### config.mk
export PLATFORM = sky130hd
export DESIGN_NAME = mem_arbiter_flat
export DESIGN_NICKNAME = d
export VERILOG_FILES = /design/src/rtl/mem_pkg.sv /design/src/rtl/mem_arbiter_if.sv /design/src/rtl/mem_arb_pick.sv /design/src/rtl/mem_arbiter.sv /design/src/flat_wrapper.sv
export SDC_FILE = /design/constraint.sdc
export NUM_CORES = 1
export LEC_CHECK = 0
export CAP_MARGIN = 20
export CORE_MARGIN = 1
export CORE_UTILIZATION = 45
export CTS_CLUSTER_DIAMETER = 40
export DETAILED_ROUTE_END_ITERATION = 6
export PLACE_DENSITY = 0.82
export SETUP_SLACK_MARGIN = 0.15
export SYNTH_ARGS = -nofsm -noshare
export SYNTH_HDL_FRONTEND = slang
export SYNTH_SLANG_ARGS = --single-unit
### constraint.sdc
create_clock -name clk -period 2.2 [get_ports clk]
set_clock_uncertainty 0.2 [all_clocks]
set_input_delay 0.33 -clock clk [delete_from_list [all_inputs] [get_ports clk]]
set_output_delay 0.33 -clock clk [all_outputs]
set_load 0.01 [all_outputs]
### src/rtl/mem_pkg.sv
// rtl/mem_pkg.sv - shared types, defaults and helpers for the byte-serial memory arbiter
package mem_pkg;

  localparam int MEM_ADDR_WIDTH   = 17;
  localparam int MEM_STARVE_LIMIT = 4;

  typedef enum logic [2:0] {
    SZ_BYTE_S = 3'b000,
    SZ_HALF_S = 3'b001,
    SZ_WORD   = 3'b010,
    SZ_BYTE_U = 3'b100,
    SZ_HALF_U = 3'b101
  } size_e;

  typedef enum logic [1:0] {
    ST_IDLE = 2'd0,
    ST_BEAT = 2'd1,
    ST_LAST = 2'd2,
    ST_DONE = 2'd3
  } state_e;

  // Number of RAM byte beats for a size code; reserved codes do no RAM access.
  function automatic logic [2:0] beat_count(input logic [2:0] size);
    case (size)
      SZ_BYTE_S, SZ_BYTE_U: beat_count = 3'd1;
      SZ_HALF_S, SZ_HALF_U: beat_count = 3'd2;
      SZ_WORD:              beat_count = 3'd4;
      default:              beat_count = 3'd0;
    endcase
  endfunction

  // Sign- or zero-extend the assembled load bytes according to the size code.
  function automatic logic [31:0] extend_load(input logic [31:0] raw, input logic [2:0] size);
    case (size)
      SZ_BYTE_S: extend_load = {{24{raw[7]}}, raw[7:0]};
      SZ_BYTE_U: extend_load = {24'h0, raw[7:0]};
      SZ_HALF_S: extend_load = {{16{raw[15]}}, raw[15:0]};
      SZ_HALF_U: extend_load = {16'h0, raw[15:0]};
      SZ_WORD:   extend_load = raw;
      default:   extend_load = 32'h0;
    endcase
  endfunction

endpackage

### src/rtl/mem_arbiter_if.sv
// rtl/mem_arbiter_if.sv - requester ports and byte-wide RAM port of the memory arbiter
interface mem_arbiter_if
  import mem_pkg::*;
#(
  parameter int ADDR_WIDTH = MEM_ADDR_WIDTH
);
  logic                  req0;
  logic                  req1;
  logic                  we0;
  logic                  we1;
  logic [2:0]            size0;
  logic [2:0]            size1;
  logic [ADDR_WIDTH-1:0] addr0;
  logic [ADDR_WIDTH-1:0] addr1;
  logic [31:0]           wdata0;
  logic [31:0]           wdata1;
  logic                  done0;
  logic                  done1;
  logic [31:0]           rdata;
  logic [ADDR_WIDTH-1:0] mem_addr;
  logic                  mem_we;
  logic [7:0]            mem_wdata;
  logic [7:0]            mem_rdata;

  modport master (
    output req0, req1, we0, we1, size0, size1, addr0, addr1, wdata0, wdata1, mem_rdata,
    input  done0, done1, rdata, mem_addr, mem_we, mem_wdata
  );

  modport slave (
    input  req0, req1, we0, we1, size0, size1, addr0, addr1, wdata0, wdata1, mem_rdata,
    output done0, done1, rdata, mem_addr, mem_we, mem_wdata
  );
endinterface

### src/rtl/mem_arb_pick.sv
// rtl/mem_arb_pick.sv - port-0 priority pick with a starvation escape for port 1
module mem_arb_pick
  import mem_pkg::*;
#(
  parameter int STARVE_LIMIT = MEM_STARVE_LIMIT
) (
  input  logic clk,
  input  logic rst_n,
  input  logic i_req0,
  input  logic i_req1,
  input  logic i_en,
  output logic o_grant1
);
  localparam int CW = (STARVE_LIMIT < 1) ? 1 : $clog2(STARVE_LIMIT + 1);

  logic [CW-1:0] r_starve;
  logic          w_starved;

  assign w_starved = (r_starve == CW'(STARVE_LIMIT));
  assign o_grant1  = i_req1 & (~i_req0 | w_starved);

  // Count port-0 wins over a waiting port 1; any other grant resets the count.
  always_ff @(posedge clk) begin
    if (!rst_n) begin
      r_starve <= '0;
    end else if (i_en) begin
      if (!o_grant1 && i_req1) begin
        if (!w_starved) r_starve <= r_starve + 1'b1;
      end else begin
        r_starve <= '0;
      end
    end
  end
endmodule

### src/rtl/mem_arbiter.sv
// rtl/mem_arbiter.sv - two-port arbiter sequencing sized accesses onto a byte-wide RAM
module mem_arbiter
  import mem_pkg::*;
#(
  parameter int ADDR_WIDTH   = MEM_ADDR_WIDTH,
  parameter int STARVE_LIMIT = MEM_STARVE_LIMIT
) (
  input  logic          clk,
  input  logic          rst_n,
  mem_arbiter_if.slave  bus
);
  localparam logic [1:0] IDLE = ST_IDLE;
  localparam logic [1:0] BEAT = ST_BEAT;
  localparam logic [1:0] LAST = ST_LAST;
  localparam logic [1:0] DONE = ST_DONE;

  logic [1:0]            r_state;
  logic                  r_port;
  logic                  r_we;
  logic [2:0]            r_size;
  logic [ADDR_WIDTH-1:0] r_addr;
  logic [31:0]           r_wdata;
  logic [2:0]            r_nbeats;
  logic [2:0]            r_beat;
  logic                  r_cap_pend;
  logic [1:0]            r_cap_lane;
  logic [31:0]           r_rbuf;
  logic                  r_done0;
  logic                  r_done1;
  logic [31:0]           r_rdata;

  logic                  w_any_req;
  logic                  w_arb_en;
  logic                  w_grant1;
  logic                  w_sel_we;
  logic [2:0]            w_sel_size;
  logic [ADDR_WIDTH-1:0] w_sel_addr;
  logic [31:0]           w_sel_wdata;
  logic [2:0]            w_sel_nbeats;
  logic                  w_in_beat;
  logic [31:0]           w_rbuf_next;

  assign w_any_req = bus.req0 | bus.req1;
  assign w_arb_en  = (r_state == IDLE) & w_any_req;

  mem_arb_pick #(
    .STARVE_LIMIT (STARVE_LIMIT)
  ) u_pick (
    .clk      (clk),
    .rst_n    (rst_n),
    .i_req0   (bus.req0),
    .i_req1   (bus.req1),
    .i_en     (w_arb_en),
    .o_grant1 (w_grant1)
  );

  assign w_sel_we     = w_grant1 ? bus.we1    : bus.we0;
  assign w_sel_size   = w_grant1 ? bus.size1  : bus.size0;
  assign w_sel_addr   = w_grant1 ? bus.addr1  : bus.addr0;
  assign w_sel_wdata  = w_grant1 ? bus.wdata1 : bus.wdata0;
  assign w_sel_nbeats = beat_count(w_sel_size);

  // RAM port is only active during beats; address wraps naturally at ADDR_WIDTH.
  assign w_in_beat     = (r_state == BEAT);
  assign bus.mem_addr  = w_in_beat ? (r_addr + ADDR_WIDTH'(r_beat)) : '0;
  assign bus.mem_we    = w_in_beat & r_we;
  assign bus.mem_wdata = (w_in_beat & r_we) ? r_wdata[{r_beat[1:0], 3'b000} +: 8] : 8'h00;

  assign bus.done0 = r_done0;
  assign bus.done1 = r_done1;
  assign bus.rdata = r_rdata;

  // Merge the RAM byte that arrived for the previous beat into its lane.
  always_comb begin
    w_rbuf_next = r_rbuf;
    if (r_cap_pend) w_rbuf_next[{r_cap_lane, 3'b000} +: 8] = bus.mem_rdata;
  end

  // Access sequencer: latch the winner, walk the beats, capture load bytes, report done.
  always_ff @(posedge clk) begin
    if (!rst_n) begin
      r_state    <= IDLE;
      r_port     <= 1'b0;
      r_we       <= 1'b0;
      r_size     <= 3'b000;
      r_addr     <= '0;
      r_wdata    <= 32'h0;
      r_nbeats   <= 3'd0;
      r_beat     <= 3'd0;
      r_cap_pend <= 1'b0;
      r_cap_lane <= 2'd0;
      r_rbuf     <= 32'h0;
      r_done0    <= 1'b0;
      r_done1    <= 1'b0;
      r_rdata    <= 32'h0;
    end else begin
      case (r_state)
        IDLE: begin
          r_cap_pend <= 1'b0;
          if (w_any_req) begin
            r_port   <= w_grant1;
            r_we     <= w_sel_we;
            r_size   <= w_sel_size;
            r_addr   <= w_sel_addr;
            r_wdata  <= w_sel_wdata;
            r_nbeats <= w_sel_nbeats;
            r_beat   <= 3'd0;
            r_rbuf   <= 32'h0;
            r_state  <= (w_sel_nbeats == 3'd0) ? LAST : BEAT;
          end
        end
        BEAT: begin
          r_rbuf     <= w_rbuf_next;
          r_cap_pend <= ~r_we;
          r_cap_lane <= r_beat[1:0];
          if (r_beat == r_nbeats - 3'd1) begin
            r_state <= LAST;
          end else begin
            r_beat <= r_beat + 3'd1;
          end
        end
        LAST: begin
          r_rbuf     <= w_rbuf_next;
          r_cap_pend <= 1'b0;
          r_rdata    <= r_we ? 32'h0 : extend_load(w_rbuf_next, r_size);
          r_done0    <= ~r_port;
          r_done1    <= r_port;
          r_state    <= DONE;
        end
        DONE: begin
          r_done0 <= 1'b0;
          r_done1 <= 1'b0;
          r_rdata <= 32'h0;
          r_state <= IDLE;
        end
        default: r_state <= IDLE;
      endcase
    end
  end
endmodule

### src/flat_wrapper.sv
// flat-port wrapper written by rule: the top's interface ports become plain ports
module mem_arbiter_flat import mem_pkg::*;
#(
  parameter int ADDR_WIDTH   = MEM_ADDR_WIDTH,
  parameter int STARVE_LIMIT = MEM_STARVE_LIMIT
)
  (clk, rst_n, bus_req0, bus_req1, bus_we0, bus_we1, bus_size0, bus_size1, bus_addr0, bus_addr1, bus_wdata0, bus_wdata1, bus_mem_rdata, bus_done0, bus_done1, bus_rdata, bus_mem_addr, bus_mem_we, bus_mem_wdata);
  mem_arbiter_if #(.ADDR_WIDTH(ADDR_WIDTH)) bus_i ();
  input  logic clk;
  input  logic rst_n;
  input wire logic [$bits(bus_i.req0)-1:0] bus_req0;
  input wire logic [$bits(bus_i.req1)-1:0] bus_req1;
  input wire logic [$bits(bus_i.we0)-1:0] bus_we0;
  input wire logic [$bits(bus_i.we1)-1:0] bus_we1;
  input wire logic [$bits(bus_i.size0)-1:0] bus_size0;
  input wire logic [$bits(bus_i.size1)-1:0] bus_size1;
  input wire logic [$bits(bus_i.addr0)-1:0] bus_addr0;
  input wire logic [$bits(bus_i.addr1)-1:0] bus_addr1;
  input wire logic [$bits(bus_i.wdata0)-1:0] bus_wdata0;
  input wire logic [$bits(bus_i.wdata1)-1:0] bus_wdata1;
  input wire logic [$bits(bus_i.mem_rdata)-1:0] bus_mem_rdata;
  output wire logic [$bits(bus_i.done0)-1:0] bus_done0;
  output wire logic [$bits(bus_i.done1)-1:0] bus_done1;
  output wire logic [$bits(bus_i.rdata)-1:0] bus_rdata;
  output wire logic [$bits(bus_i.mem_addr)-1:0] bus_mem_addr;
  output wire logic [$bits(bus_i.mem_we)-1:0] bus_mem_we;
  output wire logic [$bits(bus_i.mem_wdata)-1:0] bus_mem_wdata;
  assign bus_i.req0 = bus_req0;
  assign bus_i.req1 = bus_req1;
  assign bus_i.we0 = bus_we0;
  assign bus_i.we1 = bus_we1;
  assign bus_i.size0 = bus_size0;
  assign bus_i.size1 = bus_size1;
  assign bus_i.addr0 = bus_addr0;
  assign bus_i.addr1 = bus_addr1;
  assign bus_i.wdata0 = bus_wdata0;
  assign bus_i.wdata1 = bus_wdata1;
  assign bus_i.mem_rdata = bus_mem_rdata;
  assign bus_done0 = bus_i.done0;
  assign bus_done1 = bus_i.done1;
  assign bus_rdata = bus_i.rdata;
  assign bus_mem_addr = bus_i.mem_addr;
  assign bus_mem_we = bus_i.mem_we;
  assign bus_mem_wdata = bus_i.mem_wdata;
  mem_arbiter #(.ADDR_WIDTH(ADDR_WIDTH), .STARVE_LIMIT(STARVE_LIMIT)) u_core (.clk(clk), .rst_n(rst_n), .bus(bus_i));
endmodule
==> impl_results.md <==
- Run status: complete, but fails checks
- Failing checks: setup timing
- Final worst-path cycle share: 1.24
- Hold crit path type: flip-flop to flip-flop
- Post-synth EDFFs: 0
- Pleak: 0.00417 uW
- Chip Width: 127 um
- Crit-path max FO: 6
- Drt drc: 0
- Critical path capture point type: primary output
- Initial antenna violation count: 0
- Top-level I/O count: 178
- H-tree levels: 4
- Clock Sinks: 134
- Unrepaired setup endpoints after global routing: true
- Die height: 127 um
- Core area: 0.0153 sq mm
- Syn Nets: 996
- CTS tree: yes
- Fraction of registers with async set/reset: 0
- Die ar.: 0.0162 sq mm
- Fmax: 0.367 GHz
- TritonCTS Buffers: 17
- Worst VDD drop: 0.753 mV
- Clk root buf: clkbuf_16
- Port Buffers: 177
- Final WL: 24,600 um
- Worst-path clk slew: 0.06 ns
- Hpwl dp: 15,600 um
- Main combinational cell family by area after synthesis: simple AND/OR/NAND/NOR gates
- Gr ovfl total: 0
- Startpoint Class: flip-flop
- Met1 usage: 0.321
- DR pass1 iterations: 5
- Setup slack, reg-to-reg: 0.07 ns
- Max cap viols: 0
- Post-Syn Instances: 860
- Ant diodes: 0
- Placed cell area: 0.00973 sq mm
- Via count: 7,743
- Most frequent cells in the layout: nand2_1 (160), clkdlybuf4s50_1 (151), dfxtp_1 (121), nor2_1 (105), buf_4 (72)
- Design Area, Final: 0.0111 sq mm
- Commonest non-fill, non-tap cell in the layout: nand2_1
- Area added between synthesis and finish: 57.0%
- Clock tree buffer depth: 2
- Setup WS post-layout: -0.528 ns
- Non-Filler Instances: 1,330
- First-pass GRT wire length: 36,600 um
- Slew Viols, Final: 0
- ANT nets after route: 0
- Adder-cell share of the synthesized area: 0.0330
- Drt wl/cell: 18.5 um
- Yosys cell types: 71
- Total track usage: 0.287
- Worst skew pair latency: 0.42 ns
- Top FF cell, synth: dfxtp_1
- Multiplexer area fraction after synthesis: 0.0413
- Final setup viols: 24
- DR vias/cell: 5.82
- GP Congestion: 0.906
- Slew margin rel.: 0.707
- Final min period: 2.73 ns
- Critical Path AT: 2.20 ns
- Nets: 1,243
- Top Usage Layer GRT: met2
- Ratio of cells with drive above 1 in the final layout: 0.267
- Largest net degree at the start of global routing: 52
- Drt initial violations: 586
- Worst-Margin Slew: 0.438 ns
- Initial core utilization: 0.463
- Synth Area in Compound Gates: 0.238
- Row count: 45
- Synthesized flop and latch total: 134
- Yosys Warn Count: 0
- Grt met3 use: 0.0720
- Register area share after synthesis: 0.380
- Synthesized area: 0.00706 sq mm
- DP Cell Count: 1,267
- Post-Synth Simple-Gate Area: 0.242
- XOR/XNOR Fraction of Synth Area: 0.0156
- Pwr Density: 1040 mW/mm^2
- Fin. Hold Viols: 0
- Met2 usage: 0.496
- Worst Path Required: 1.67 ns
- Avg Inst Size Synth: 8.21 sq um
- Worst setup path category: flip-flop to primary output
- Vias in the first global route: 7,400
[worst max-delay path, cell delays in order (launching register included)]
cell and delay [ns]:
dfxtp_2 0.34, ha_4 0.25, a21o_1 0.17, a32oi_1 0.08
buf_4 0.18, or4_4 0.48, a21oi_2 0.13, buf_2 0.14
[cell usage after synthesis, types with 4 or more instances]
cell type,n,area share
inv_1,14,0.0074
nand2b_1,6,0.0053
nor4b_1,4,0.0050
o2bb2ai_1,8,0.0099
ha_1,17,0.030
a2bb2oi_1,16,0.020
nand2_1,163,0.087
buf_2,19,0.013
nand3_1,21,0.015
a311oi_1,58,0.072
a21oi_1,45,0.032
and3_1,10,0.0089
nor2_1,106,0.056
o21ai_0,24,0.017
buf_1,5,0.0027
mux4_2,8,0.026
or2_2,8,0.0071
o21a_1,9,0.0096
nand4_1,7,0.0062
a22oi_1,31,0.033
xor2_1,7,0.0087
dfxtp_1,134,0.38
a21o_1,10,0.011
clkbuf_1,36,0.019
mux2i_1,10,0.014
and2_1,20,0.018
[power breakdown]
part | switching (uW) | internal (uW)
Clock | 1070 | 1860
Combinational | 2690 | 2540
Sequential | 444 | 2930
Total | 4200 | 7330
[cell type report]
| cell class | count | area [sq um] |
|---|---|---|
| Clock buffer | 22 | 474 |
| Clock inverter | 9 | 124 |
| Fill cell | 1022 | 4180 |
| Inverter | 15 | 58.8 |
| Multi-Input combinational cell | 647 | 4540 |
| Sequential cell | 134 | 2700 |
| Tap cell | 211 | 264 |
| Timing Repair Buffer | 292 | 2920 |
[logic make-up after synthesis]
| family | Yosys count |
|---|---|
| AND/OR/NAND/NOR | 372 |
| AO/OA/AOI/OAI | 226 |
| flip-flops | 134 |
| buffers and inverters | 80 |
| multiplexers | 19 |
| adder cells (fa/ha/maj) | 18 |
| XOR/XNOR | 11 |
[worst paths after layout]
kind,start,endpoint,cells after the start
worst max-delay path,u_core.r_beat[1],bus_mem_addr[15],7
worst min-delay path,u_core.r_rbuf[0],u_core.r_rbuf[0],2
worst min register to register,u_core.r_rbuf[0],u_core.r_rbuf[0],2
worst max register to register,u_core.r_cap_lane[0],u_core.bus.rdata[26],6
[per-layer routing]
layer / wire length (um) / part of all wire / vias up
li1: - / - / 3596
met1: 9360 / 0.38 / 3652
met2: 12300 / 0.50 / 403
met3: 1770 / 0.072 / 92
met4: 1150 / 0.047 / 0
met5: 0 / 0 / -
[sequential cells by signal, indices dropped and copies added (netlist names), 2 cells and up]
signal and flops:
u_core.bus.rdata 32, u_core.r_rbuf 32, u_core.r_wdata 32, u_core.r_addr 17
u_core.r_beat 3, u_core.r_nbeats 3, u_core.r_size 3, u_core.u_pick.r_starve 3
u_core.r_cap_lane 2, u_core.r_state 2
[metrics by stage]
| step | power, uW | utilization | hold slack, ns | TNS, ns | worst slack, ns |
|---|---|---|---|---|---|
| floorplan | 5730 | - | 0.231 | 0 | 0.0161 |
| global placement | 7520 | 0.638 | 0.238 | -6.41 | -0.450 |
| detailed placement | 7620 | 0.638 | 0.244 | -8.42 | -0.489 |
| CTS | 10900 | 0.695 | 0.252 | -7.20 | -0.506 |
| global route | 12000 | 0.726 | 0.284 | -9.89 | -0.574 |
| finish | 11500 | 0.726 | 0.257 | -8.64 | -0.528 |
[repair_timing]
item,4_1_cts,5_1_grt
pin swaps,26,37
resized for setup,169,69
setup endpoints to repair,71,102
hold buffers,0,0
gates cloned,1,1
setup buffers,14,16
No activity file was read; power rests on OpenSTA's default activity.
